**src/rtl/ctrl_exec_pkg.sv**
```systemverilog
// ctrl_exec_pkg: shared opcodes, flag bit positions and parameter defaults for the control execution pipe
package ctrl_exec_pkg;
    localparam int DATA_W_DEF      = 32;
    localparam int PC_W_DEF        = 32;
    localparam int IMM_W_DEF       = 16;
    localparam int TARGET_W_DEF    = 26;
    localparam int TAG_W_DEF       = 6;
    localparam int CNT_W_DEF       = 16;
    localparam int SIZE_OPCODE_I   = 4;
    localparam int EXECUTION_FLAGS = 8;
    localparam int FLAG_EXEC = 7;
    localparam int FLAG_COND = 5;
    localparam int FLAG_LINK = 4;
    localparam int FLAG_CTRL = 2;
    localparam int FLAG_MISP = 0;
    typedef enum logic [SIZE_OPCODE_I-1:0] {
        OP_JUMP = 4'd0, OP_JAL, OP_JR, OP_JALR,
        OP_BEQ, OP_BNE, OP_BLEZ, OP_BGTZ, OP_BLTZ, OP_BGEZ,
        OP_BC1F, OP_BC1T
    } opcode_e;
    function automatic logic is_cond_branch(input logic [SIZE_OPCODE_I-1:0] op);
        return op inside {OP_BEQ, OP_BNE, OP_BLEZ, OP_BGTZ, OP_BLTZ, OP_BGEZ};
    endfunction
endpackage

```
**src/rtl/ctrl_branch_resolve.sv**
```systemverilog
// ctrl_branch_resolve: combinational resolution of jumps and branches into next PC, link value and flags
module ctrl_branch_resolve
    import ctrl_exec_pkg::*;
#(
    parameter int DATA_W   = DATA_W_DEF,
    parameter int PC_W     = PC_W_DEF,
    parameter int IMM_W    = IMM_W_DEF,
    parameter int TARGET_W = TARGET_W_DEF
) (
    input  logic [SIZE_OPCODE_I-1:0]   opcode_i,
    input  logic [DATA_W-1:0]          data1_i,
    input  logic [DATA_W-1:0]          data2_i,
    input  logic [IMM_W-1:0]           immd_i,
    input  logic [PC_W-1:0]            pc_i,
    input  logic [PC_W-1:0]            predicted_target_i,
    input  logic                       predicted_dir_i,
    output logic [PC_W-1:0]            result_o,
    output logic [PC_W-1:0]            next_pc_o,
    output logic                       direction_o,
    output logic [EXECUTION_FLAGS-1:0] flags_o
);
    logic [PC_W-1:0] pc8, taken_pc, jump_pc, d1_pc;
    logic eq, neg, zero, cond, link, exec, ctrl, misp, reg_jump, abs_jump;
    always_comb begin
        pc8         = pc_i + PC_W'(8);
        taken_pc    = pc8 + ({{(PC_W-IMM_W){immd_i[IMM_W-1]}}, immd_i} << 2);
        // absolute jumps keep the PC region bits and take the word target from the predictor field
        jump_pc     = {pc_i[PC_W-1:TARGET_W+2], predicted_target_i[TARGET_W-1:0], 2'b00};
        d1_pc       = PC_W'(data1_i);
        eq          = data1_i == data2_i;
        neg         = data1_i[DATA_W-1];
        zero        = data1_i == '0;
        cond        = is_cond_branch(opcode_i);
        direction_o = opcode_i == OP_BEQ  ? eq :
                      opcode_i == OP_BNE  ? !eq :
                      opcode_i == OP_BLEZ ? (neg || zero) :
                      opcode_i == OP_BGTZ ? (!neg && !zero) :
                      opcode_i == OP_BLTZ ? neg :
                      opcode_i == OP_BGEZ ? !neg : 1'b0;
        reg_jump    = opcode_i inside {OP_JR, OP_JALR};
        abs_jump    = opcode_i inside {OP_JUMP, OP_JAL};
        link        = opcode_i inside {OP_JAL, OP_JALR};
        exec        = reg_jump || abs_jump || cond;
        ctrl        = exec || opcode_i inside {OP_BC1F, OP_BC1T};
        misp        = reg_jump ? d1_pc != predicted_target_i : cond && direction_o != predicted_dir_i;
        next_pc_o   = reg_jump ? d1_pc : abs_jump ? jump_pc : direction_o ? taken_pc : pc8;
        result_o    = link ? pc8 : '0;
        flags_o            = '0;
        flags_o[FLAG_EXEC] = exec;
        flags_o[FLAG_COND] = cond;
        flags_o[FLAG_LINK] = link;
        flags_o[FLAG_CTRL] = ctrl;
        flags_o[FLAG_MISP] = misp;
    end
endmodule

```
**src/rtl/ctrl_exec_pipe.sv**
```systemverilog
// ctrl_exec_pipe: two-stage elastic control-transfer execution pipe with flush and saturating statistics
module ctrl_exec_pipe
    import ctrl_exec_pkg::*;
#(
    parameter int DATA_W   = DATA_W_DEF,
    parameter int PC_W     = PC_W_DEF,
    parameter int IMM_W    = IMM_W_DEF,
    parameter int TARGET_W = TARGET_W_DEF,
    parameter int TAG_W    = TAG_W_DEF,
    parameter int CNT_W    = CNT_W_DEF
) (
    input  logic                       clk,
    input  logic                       reset_n,
    input  logic                       flush_i,
    input  logic                       in_valid_i,
    output logic                       in_ready_o,
    input  logic [SIZE_OPCODE_I-1:0]   opcode_i,
    input  logic [DATA_W-1:0]          data1_i,
    input  logic [DATA_W-1:0]          data2_i,
    input  logic [IMM_W-1:0]           immd_i,
    input  logic [PC_W-1:0]            pc_i,
    input  logic [PC_W-1:0]            predictedTarget_i,
    input  logic                       predictedDir_i,
    input  logic [TAG_W-1:0]           tag_i,
    output logic                       out_valid_o,
    input  logic                       out_ready_i,
    output logic [PC_W-1:0]            result_o,
    output logic [PC_W-1:0]            nextPC_o,
    output logic                       direction_o,
    output logic [EXECUTION_FLAGS-1:0] flags_o,
    output logic [TAG_W-1:0]           tag_o,
    output logic [CNT_W-1:0]           mispredCount_o,
    output logic [CNT_W-1:0]           ctrlCount_o
);
    logic                       s1_valid_q, s1_valid_d, s1_pd_q, s1_pd_d;
    logic [SIZE_OPCODE_I-1:0]   s1_op_q, s1_op_d;
    logic [DATA_W-1:0]          s1_d1_q, s1_d1_d, s1_d2_q, s1_d2_d;
    logic [IMM_W-1:0]           s1_imm_q, s1_imm_d;
    logic [PC_W-1:0]            s1_pc_q, s1_pc_d, s1_pt_q, s1_pt_d;
    logic [TAG_W-1:0]           s1_tag_q, s1_tag_d, s2_tag_q, s2_tag_d;
    logic                       s2_valid_q, s2_valid_d, s2_dir_q, s2_dir_d;
    logic [PC_W-1:0]            s2_result_q, s2_result_d, s2_npc_q, s2_npc_d;
    logic [EXECUTION_FLAGS-1:0] s2_flags_q, s2_flags_d;
    logic [CNT_W-1:0]           misp_cnt_q, misp_cnt_d, ctrl_cnt_q, ctrl_cnt_d;
    logic [PC_W-1:0]            res_result, res_npc;
    logic                       res_dir, out_hs, s2_adv, accept;
    logic [EXECUTION_FLAGS-1:0] res_flags;

    ctrl_branch_resolve #(
        .DATA_W(DATA_W), .PC_W(PC_W), .IMM_W(IMM_W), .TARGET_W(TARGET_W)
    ) u_resolve (
        .opcode_i(s1_op_q), .data1_i(s1_d1_q), .data2_i(s1_d2_q), .immd_i(s1_imm_q),
        .pc_i(s1_pc_q), .predicted_target_i(s1_pt_q), .predicted_dir_i(s1_pd_q),
        .result_o(res_result), .next_pc_o(res_npc), .direction_o(res_dir), .flags_o(res_flags)
    );

    always_comb begin
        out_hs      = s2_valid_q && out_ready_i;
        s2_adv      = s1_valid_q && (!s2_valid_q || out_hs);
        in_ready_o  = !s1_valid_q || s2_adv;
        accept      = in_valid_i && in_ready_o;
        // flush wins over every advance, including an op accepted in the same cycle
        s1_valid_d  = !flush_i && (accept || (s1_valid_q && !s2_adv));
        s2_valid_d  = !flush_i && (s2_adv || (s2_valid_q && !out_hs));
        s1_op_d     = accept ? opcode_i : s1_op_q;
        s1_d1_d     = accept ? data1_i : s1_d1_q;
        s1_d2_d     = accept ? data2_i : s1_d2_q;
        s1_imm_d    = accept ? immd_i : s1_imm_q;
        s1_pc_d     = accept ? pc_i : s1_pc_q;
        s1_pt_d     = accept ? predictedTarget_i : s1_pt_q;
        s1_pd_d     = accept ? predictedDir_i : s1_pd_q;
        s1_tag_d    = accept ? tag_i : s1_tag_q;
        s2_result_d = s2_adv ? res_result : s2_result_q;
        s2_npc_d    = s2_adv ? res_npc : s2_npc_q;
        s2_dir_d    = s2_adv ? res_dir : s2_dir_q;
        s2_flags_d  = s2_adv ? res_flags : s2_flags_q;
        s2_tag_d    = s2_adv ? s1_tag_q : s2_tag_q;
        ctrl_cnt_d  = out_hs && s2_flags_q[FLAG_EXEC] && ctrl_cnt_q != '1 ? ctrl_cnt_q + CNT_W'(1) : ctrl_cnt_q;
        misp_cnt_d  = out_hs && s2_flags_q[FLAG_MISP] && misp_cnt_q != '1 ? misp_cnt_q + CNT_W'(1) : misp_cnt_q;
    end

    always_ff @(posedge clk or negedge reset_n) begin
        if (!reset_n) begin
            s1_valid_q  <= 1'b0;
            s1_op_q     <= '0;
            s1_d1_q     <= '0;
            s1_d2_q     <= '0;
            s1_imm_q    <= '0;
            s1_pc_q     <= '0;
            s1_pt_q     <= '0;
            s1_pd_q     <= 1'b0;
            s1_tag_q    <= '0;
            s2_valid_q  <= 1'b0;
            s2_result_q <= '0;
            s2_npc_q    <= '0;
            s2_dir_q    <= 1'b0;
            s2_flags_q  <= '0;
            s2_tag_q    <= '0;
            ctrl_cnt_q  <= '0;
            misp_cnt_q  <= '0;
        end else begin
            s1_valid_q  <= s1_valid_d;
            s1_op_q     <= s1_op_d;
            s1_d1_q     <= s1_d1_d;
            s1_d2_q     <= s1_d2_d;
            s1_imm_q    <= s1_imm_d;
            s1_pc_q     <= s1_pc_d;
            s1_pt_q     <= s1_pt_d;
            s1_pd_q     <= s1_pd_d;
            s1_tag_q    <= s1_tag_d;
            s2_valid_q  <= s2_valid_d;
            s2_result_q <= s2_result_d;
            s2_npc_q    <= s2_npc_d;
            s2_dir_q    <= s2_dir_d;
            s2_flags_q  <= s2_flags_d;
            s2_tag_q    <= s2_tag_d;
            ctrl_cnt_q  <= ctrl_cnt_d;
            misp_cnt_q  <= misp_cnt_d;
        end
    end

    assign out_valid_o    = s2_valid_q;
    assign result_o       = s2_result_q;
    assign nextPC_o       = s2_npc_q;
    assign direction_o    = s2_dir_q;
    assign flags_o        = s2_flags_q;
    assign tag_o          = s2_tag_q;
    assign ctrlCount_o    = ctrl_cnt_q;
    assign mispredCount_o = misp_cnt_q;
endmodule

```
**config.mk**
```make
export PLATFORM = sky130hd
export DESIGN_NAME = ctrl_exec_pipe
export DESIGN_NICKNAME = d
export VERILOG_FILES = /design/src/rtl/ctrl_exec_pkg.sv /design/src/rtl/ctrl_branch_resolve.sv /design/src/rtl/ctrl_exec_pipe.sv
export SDC_FILE = /design/constraint.sdc
export NUM_CORES = 1
export LEC_CHECK = 0
export ABC_AREA = 1
export CORE_ASPECT_RATIO = 0.75
export CORE_MARGIN = 1.5
export CORE_UTILIZATION = 50
export CTS_CLUSTER_SIZE = 28
export DETAILED_ROUTE_END_ITERATION = 7
export PLACE_DENSITY = 0.77
export SLEW_MARGIN = 15
export SYNTH_ARGS = -nofsm -noshare
export SYNTH_HDL_FRONTEND = slang
export SYNTH_SLANG_ARGS = --single-unit
```
**constraint.sdc**
```tcl
create_clock -name clk -period 3.6 [get_ports clk]
set_input_delay 0.9 -clock clk [delete_from_list [all_inputs] [get_ports clk]]
set_output_delay 0.9 -clock clk [all_outputs]
set_load 0.02 [all_outputs]
```
==> results of run 1 <==
Yosys cell counts:
| cell type | count |
|---|---|
| a21boi_0 | 1 |
| a21o_1 | 2 |
| a21oi_1 | 148 |
| a221oi_1 | 20 |
| a22oi_1 | 1 |
| a31oi_1 | 4 |
| and2_1 | 1 |
| buf_1 | 6 |
| buf_2 | 12 |
| buf_4 | 5 |
| buf_6 | 1 |
| clkbuf_1 | 32 |
| conb_1 | 1 |
| dfrtp_1 | 265 |
| fa_1 | 1 |
| ha_1 | 37 |
| inv_1 | 168 |
| inv_2 | 8 |
| mux2_2 | 88 |
| nand2_1 | 345 |
| nand2_2 | 5 |
| nand3_1 | 68 |
| nand3_2 | 4 |
| nand3b_1 | 2 |
| nand4_1 | 28 |
| nor2_1 | 194 |
| nor2_2 | 3 |
| nor2_4 | 7 |
| nor3_1 | 21 |
| nor3_2 | 3 |
| nor3b_2 | 1 |
| nor4_1 | 6 |
| o2111ai_1 | 1 |
| o211ai_1 | 2 |
| o21ai_0 | 84 |
| o21ai_1 | 14 |
| o21bai_1 | 4 |
| or2_2 | 3 |
| xnor2_1 | 68 |
| xor2_1 | 48 |
| xor2_2 | 1 |
power by group through the flow:
stage,registers (mW),clock network [mW],logic (mW)
2_1_floorplan,3.85,0,1.37
3_3_place_gp,3.73,0,2.78
3_5_place_dp,3.74,0,2.80
4_1_cts,3.69,2.86,2.82
5_1_grt,3.75,2.98,3.15
6_report,3.71,2.83,2.89
final timing paths:
path                                   startpoint                    endpoint  cells after the start
min in group clk           flags_o[4]$_DFFE_PN0P_      flags_o[4]$_DFFE_PN0P_                      2
setup reg to reg           s1_pc_q[3]$_DFFE_PN0P_    nextPC_o[19]$_DFFE_PN0P_                     18
hold / removal                            reset_n  ctrlCount_o[3]$_DFFE_PN0P_                      1
max in group asynchronous                 reset_n      s1_d1_q[2]$_DFFE_PN0P_                      2
setup / recovery           s1_pc_q[3]$_DFFE_PN0P_    nextPC_o[19]$_DFFE_PN0P_                     18
hold reg to reg            flags_o[4]$_DFFE_PN0P_      flags_o[4]$_DFFE_PN0P_                      2
critical path: stages, from the launching register on:
cell and delay, ps:
dfrtp_1 400, ha_2 230, nand3_2 140, nor2_1 370
xor2_1 250, buf_4 200, inv_1 50, ha_1 390
nand2_1 140, nor2_1 140, inv_1 90, nor3_1 220
nand2_1 80, nand2_1 90, xor2_1 250, nor2_1 80
nor2_1 150, o21bai_1 80, nand2_1 60
stage by stage:
step / setup TNS (ps) / instance area (um^2) / total power, mW / hold slack, ps / setup WS [ps]
after detailed placement: 0 / 17900 / 6.54 / 470 / 43.6
final: 0 / 19000 / 9.43 / 339 / 153
after global placement: 0 / 17900 / 6.51 / 466 / 39.2
after CTS: 0 / 18800 / 9.37 / 348 / 3.99
after floorplan: 0 / 14500 / 5.22 / 478 / 762
after global routing: -139 / 19000 / 9.87 / 369 / -44.3
timing repair:
action | in CTS | in global routing
gates resized for setup | 0 | 49
endpoints found under the setup margin | 0 | 15
hold buffers | 0 | 0
hold endpoints to repair | 0 | 0
buffers inserted | 0 | 0
cell families (layout without fill, tap and decap cells):
family / Yosys count / after routing / share of synthesized area [%]
and+or+nand+nor: 691 / 691 / 20.2
AOI/OAI and AO/OA: 281 / 281 / 10.4
DFF: 265 / 265 / 45.7
buffers and inverters: 232 / 542 / 6.29
xor gates and xnor gates: 117 / 117 / 7.12
muxes: 88 / 88 / 6.83
adders and majority gates: 38 / 38 / 3.33
other: 1 / 3 / 0.0259
state kept, by name, summed over array words and instances (netlist names):
register        cells
s1_valid_q          1
tag_o               6
ctrlCount_o        16
s1_op_q             4
nextPC_o           32
s1_pc_q            32
out_valid_o         1
s1_pd_q             1
s1_pt_q            32
s1_d2_q            32
result_o           32
mispredCount_o     16
s1_d1_q            32
flags_o             5
direction_o         1
s1_imm_q           16
s1_tag_q            6
cell type report:
type                            instances  area, um^2  share of cell area [%]
Multi-Input combinational cell       1218        7140                    37.6
Sequential cell                       265        6630                    35.0
Timing Repair Buffer                  320        3180                    16.8
Clock buffer                           40         754                    3.98
Inverter                              176         661                    3.49
Tap cell                              385         482                    2.54
Clock inverter                          6         109                   0.574
per-layer routing:
metal	vias to the layer above	track usage [%]	share of wire (%)
li1	6205	-	-
met2	630	46.5	41
met4	2	10.2	3.1
met5	-	0	0.027
met3	85	7.95	10
met1	6402	48.6	45
==> flow_summary.yaml, run 1 <==
floorplanning:
  fp.dieH_um: 150
  initial_utilization_pct: 51.3
  die_w_um: 200
  coreArea_um2: 28200
  num_rows: 53
  fp.dieArea_um2: 30000
  ios: 273
status:
  status: "complete, no violations"
logic_synthesis:
  yosys.area.top_type: "dfrtp_1"
  ys_warn_count: 0
  synth_area_leaders: "dfrtp_1, nand2_1, mux2_2, a21oi_1, nor2_1"
  syn_area_per_cell_um2: 8.47
  syn-cell-area_um2: 14500
  syn_inst: 1713
  synth.distinct_cells: 41
  seq_area_frac_synth_pct: 45.7
  ys_seq_elements: 265
  synth_top_area_share_pct: 45.7
power_and_ir_drop:
  p_seq_share_pct: 39.3
  p_int_mw: 6.21
  power_frac_clock_pct: 30.0
  p_leak_nw: 8.65
  switchingPower_mw: 3.22
  comb_power_share_pct: 30.7
  sw_frac_of_total_pct: 34.1
  power_density_nw_per_um2: 498
  peakVddDrop_v: 0.000412
layout:
  mostFrequentLayoutCells: "nand2_1, clkdlybuf4s50_1, dfrtp_1"
  nFillCells: 2337
  stdcell_count: 2410
  fin_util_pct: 67.1
  syn2layout_area_growth_pct: 30.7
  layout.nets: 2206
  diodes: 0
  final_common_cell: "nand2_1"
  drive_above_1_share_pct: 12.2
setup_path:
  path_max_fanout: 4
  start_kind: "flip-flop"
  worst_setup_path_end_kind: "flip-flop"
  critPathKind: "reg -> reg"
  cp_data_required_time_ps: 4100
  r2r_slack_ps: 150
  worstPathArrival_ps: 3950
routing:
  vias: 13300
  ant_nets: 0
  dr.pass1.iters: 5
  routedWlPerCell_um: 20.2
  drt_wl_total_mm: 48.6
  via_per_inst: 5.53
  drt_iter0_drc: 1083
  drcViolationCount: 0
grt:
  globalRouteOverflowTotal: 0
  grt_pass1_vias: 12900
  grt_antenna_before_repair: 1
  grt_usage_pct: 32.7
  grt_max_degree: 76
  grt_first_pass_wirelength_mm: 73.7
timing:
  max_slew_margin_pct: 53.6
  tightest_slew_ps: 696
  drv_slew: 0
  fin_crit_sh_pct: 95.8
  fin_crit_ps: 3450
  setup_viol: 0
  finClkSkew_ps: 21.0
  fmax_mhz: 290
  final_hold_viol_count: 0
  rsz0062_at_grt: "true"
clocking:
  path_clk_slew_ps: 60
  cts-htree-levels: 1
  clockBufferDepth: 3
  clkLatencyLatePin_ps: 560
  cts_root_buf: "clkbuf_16"
  cts_buffers: 27
  cts_tree: "built"
  cts_sinks: 265
flow_run:
  cap_viol_max_count: 0
placement:
  place_hpwl_mm: 38.1
  io_buffers: 269
  dpl.cell_count: 2364
  gp_congestion: 1.02
hold_path:
  hold_class: "in -> async"
Note: power is estimated with default switching activity, not from simulation.
==> inputs of run 2 (changes only) <==
--- a/config.mk
+++ b/config.mk
@@ -12,5 +12,5 @@
 export CTS_CLUSTER_SIZE = 28
 export DETAILED_ROUTE_END_ITERATION = 7
-export PLACE_DENSITY = 0.77
+export PLACE_DENSITY_LB_ADDON = 0.3
 export SLEW_MARGIN = 15
 export SYNTH_ARGS = -nofsm -noshare
==> constraint.sdc (replaced) <==
create_clock -name clk -period 3.6 [get_ports clk]
set_input_delay 0.9 -clock clk [delete_from_list [all_inputs] [get_ports clk]]
set_output_delay 0.9 -clock clk [all_outputs]
set_load 0.005 [all_outputs]
==> run 2 against run 1 <==
Against the previous run:
- global-route usage shrank 1.1 points
- clock power is 7.1% higher
- final cell count decreased by 0.37%
- clock skew rose by 13 ps
- worst setup slack better by 33 ps
- first-iteration DRC count increased by 12%
- die area is the same
- worst hold slack worse by 0.71 ps
- sequential power hardly changed
- critical endpoint is now nextPC_o[20]$_DFFE_PN0P_
- largest power group unchanged
- highest routed layer unchanged
==> flow_summary.yaml, run 2 (synthesized netlist as in run 1, its figures left out) <==
placement:
  place_hpwl_mm: 36.6
  io_buffers: 269
  gp_congestion: 1.01
  place_ws_ps: 142
setup_path:
  worst_setup_path_end_kind: "flip-flop"
  path_cells: "ha_2 > nand3_2 > inv_2 > nand2_2 > nor2_4 > nand2_1 > nor2_1 > xor2_1 > inv_1 > ha_1 > a21oi_1 > o21ai_0 > nor2_1 > nand3_2 > xor2_1 > o21ai_2 > a21oi_1"
  cpPeakStageDelay_ps: 390
  critPathKind: "reg -> reg"
  path_buf_inv: 2
  path_max_fanout: 4
  crit_family: "simple AND/OR/NAND/NOR gates"
  worstPathArrival_ps: 3810
  cp_data_required_time_ps: 4000
  start_kind: "flip-flop"
  crit_slowest_cell: "dfrtp_1"
routing:
  ant_nets: 0
  vias: 13300
  routedWlPerCell_um: 19.8
  drt_wl_total_mm: 47.4
  drt_iter0_drc: 1209
  dr.pass1.iters: 5
  via_per_inst: 5.55
  drcViolationCount: 0
grt:
  grt_first_pass_wirelength_mm: 71.4
  grt_usage_pct: 31.5
  globalRouteOverflowTotal: 0
  grt_pass1_vias: 12600
  grt_antenna_before_repair: 2
  grt_max_degree: 78
timing:
  max_slew_margin_pct: 40.6
  fmax_mhz: 293
  drv_slew: 0
  hold_ws_ps: 338
  rsz0062_at_grt: "true"
  setup_viol: 0
  fin_crit_sh_pct: 94.8
  finClkSkew_ps: 34.4
  tightest_slew_ps: 890
  fin_crit_ps: 3410
  final_hold_viol_count: 0
  timing.final.ws_setup_ps: 186
clocking:
  clkLatencyLatePin_ps: 560
  cts_tree: "built"
  cts_buffers: 27
  post_cts_buffers: 0
  clockBufferDepth: 3
  cts_root_buf: "clkbuf_16"
  path_clk_slew_ps: 70
  cts-htree-levels: 1
  cts_sinks: 265
floorplanning:
  fp.dieH_um: 150
  fp.dieArea_um2: 30000
  coreArea_um2: 28200
  num_rows: 53
  initial_utilization_pct: 51.3
  ios: 273
  die_w_um: 200
power_and_ir_drop:
  finalPower_mw: 9.38
  peakVddDrop_v: 0.000355
  power_density_nw_per_um2: 496
  p_leak_nw: 8.63
hold_path:
  hold_class: "in -> async"
layout:
  diodes: 0
  mostFrequentLayoutCells: "nand2_1, clkdlybuf4s50_1, dfrtp_1"
  final_common_cell: "nand2_1"
  drive_above_1_share_pct: 11.8
  nFillCells: 2304
  layout.nets: 2193
  syn2layout_area_growth_pct: 30.4
flow_run:
  cap_viol_max_count: 0
status:
  status: "complete, no violations"
## run 2: changes by cell type in the layout (fill, tap and decap cells not counted), moves of 3 or more
cell,previous run,this run
buf_4,43,31
clkbuf_1,10,4
o21ai_1,22,17
nand2_1,338,342
o21ai_0,75,79
clkbuf_8,3,6
nand2_2,11,7
clkinvlp_4,0,3
## run 2: report_power, final
part	switching [mW]	internal, mW
Sequential	0.377	3.34
Clock	1.23	1.80
Combinational	1.44	1.20
Total	3.05	6.33
## run 2: metal layers
| metal | up-vias | part of all wire (%) | track usage (%) |
|---|---|---|---|
| met4 | 4 | 2.7 | 8.46 |
| met3 | 80 | 9.9 | 7.03 |
| met5 | - | 0.051 | 0 |
| met2 | 653 | 42 | 45.8 |
| met1 | 6396 | 45 | 47.2 |
| li1 | 6184 | - | - |
## run 2: final timing paths
check                                         from                          to  slack [ps]  depth (start not counted)
setup / recovery            s1_pc_q[4]$_DFFE_PN0P_    nextPC_o[20]$_DFFE_PN0P_         190                         17
hold / removal                             reset_n  ctrlCount_o[5]$_DFFE_PN0P_         340                          1
setup reg to reg            s1_pc_q[4]$_DFFE_PN0P_    nextPC_o[20]$_DFFE_PN0P_         190                         17
hold reg to reg            result_o[1]$_DFFE_PN0P_     result_o[1]$_DFFE_PN0P_         480                          2
max in group asynchronous                  reset_n     s1_pt_q[29]$_DFFE_PN0P_        2440                          2
min in group clk           result_o[1]$_DFFE_PN0P_     result_o[1]$_DFFE_PN0P_         480                          2
## run 2: final cells by class
class                   instances  area, um^2  share of cell area (%)
well taps                     385         482                    2.55
clock inverters                13         188                   0.993
inverters                     176         661                    3.49
clock buffers                  37         773                    4.09
flip-flops and latches        265        6630                    35.1
repair buffers                307        3070                    16.2
multi-input cells            1218        7100                    37.6
## run 2: timing repair
item / CTS / global route
gates resized for setup: 0 / 37
setup endpoints to repair: 0 / 15
hold buffers: 0 / 0
## run 2: worst reg2reg max path: stages, from the launching register on
cell,delay [ps]
dfrtp_1,390
ha_2,220
nand3_2,130
inv_2,80
nand2_2,70
nor2_4,120
nand2_1,90
nor2_1,120
xor2_1,270
inv_1,80
ha_1,360
a21oi_1,230
o21ai_0,180
nor2_1,250
nand3_2,180
xor2_1,190
o21ai_2,210
a21oi_1,100
## run 2: through the flow
| step | utilization, % | setup TNS, ps | instance area, um^2 | std cells |
|---|---|---|---|---|
| floorplan | - | 0 | 14500 | 1715 |
| global placement | 63.1 | 0 | 17800 | 2351 |
| detailed placement | 63.1 | 0 | 17800 | 2351 |
| CTS | 66.5 | 0 | 18800 | 2401 |
| global route | 66.9 | -224 | 18900 | 2401 |
| finish | 66.9 | 0 | 18900 | 2401 |
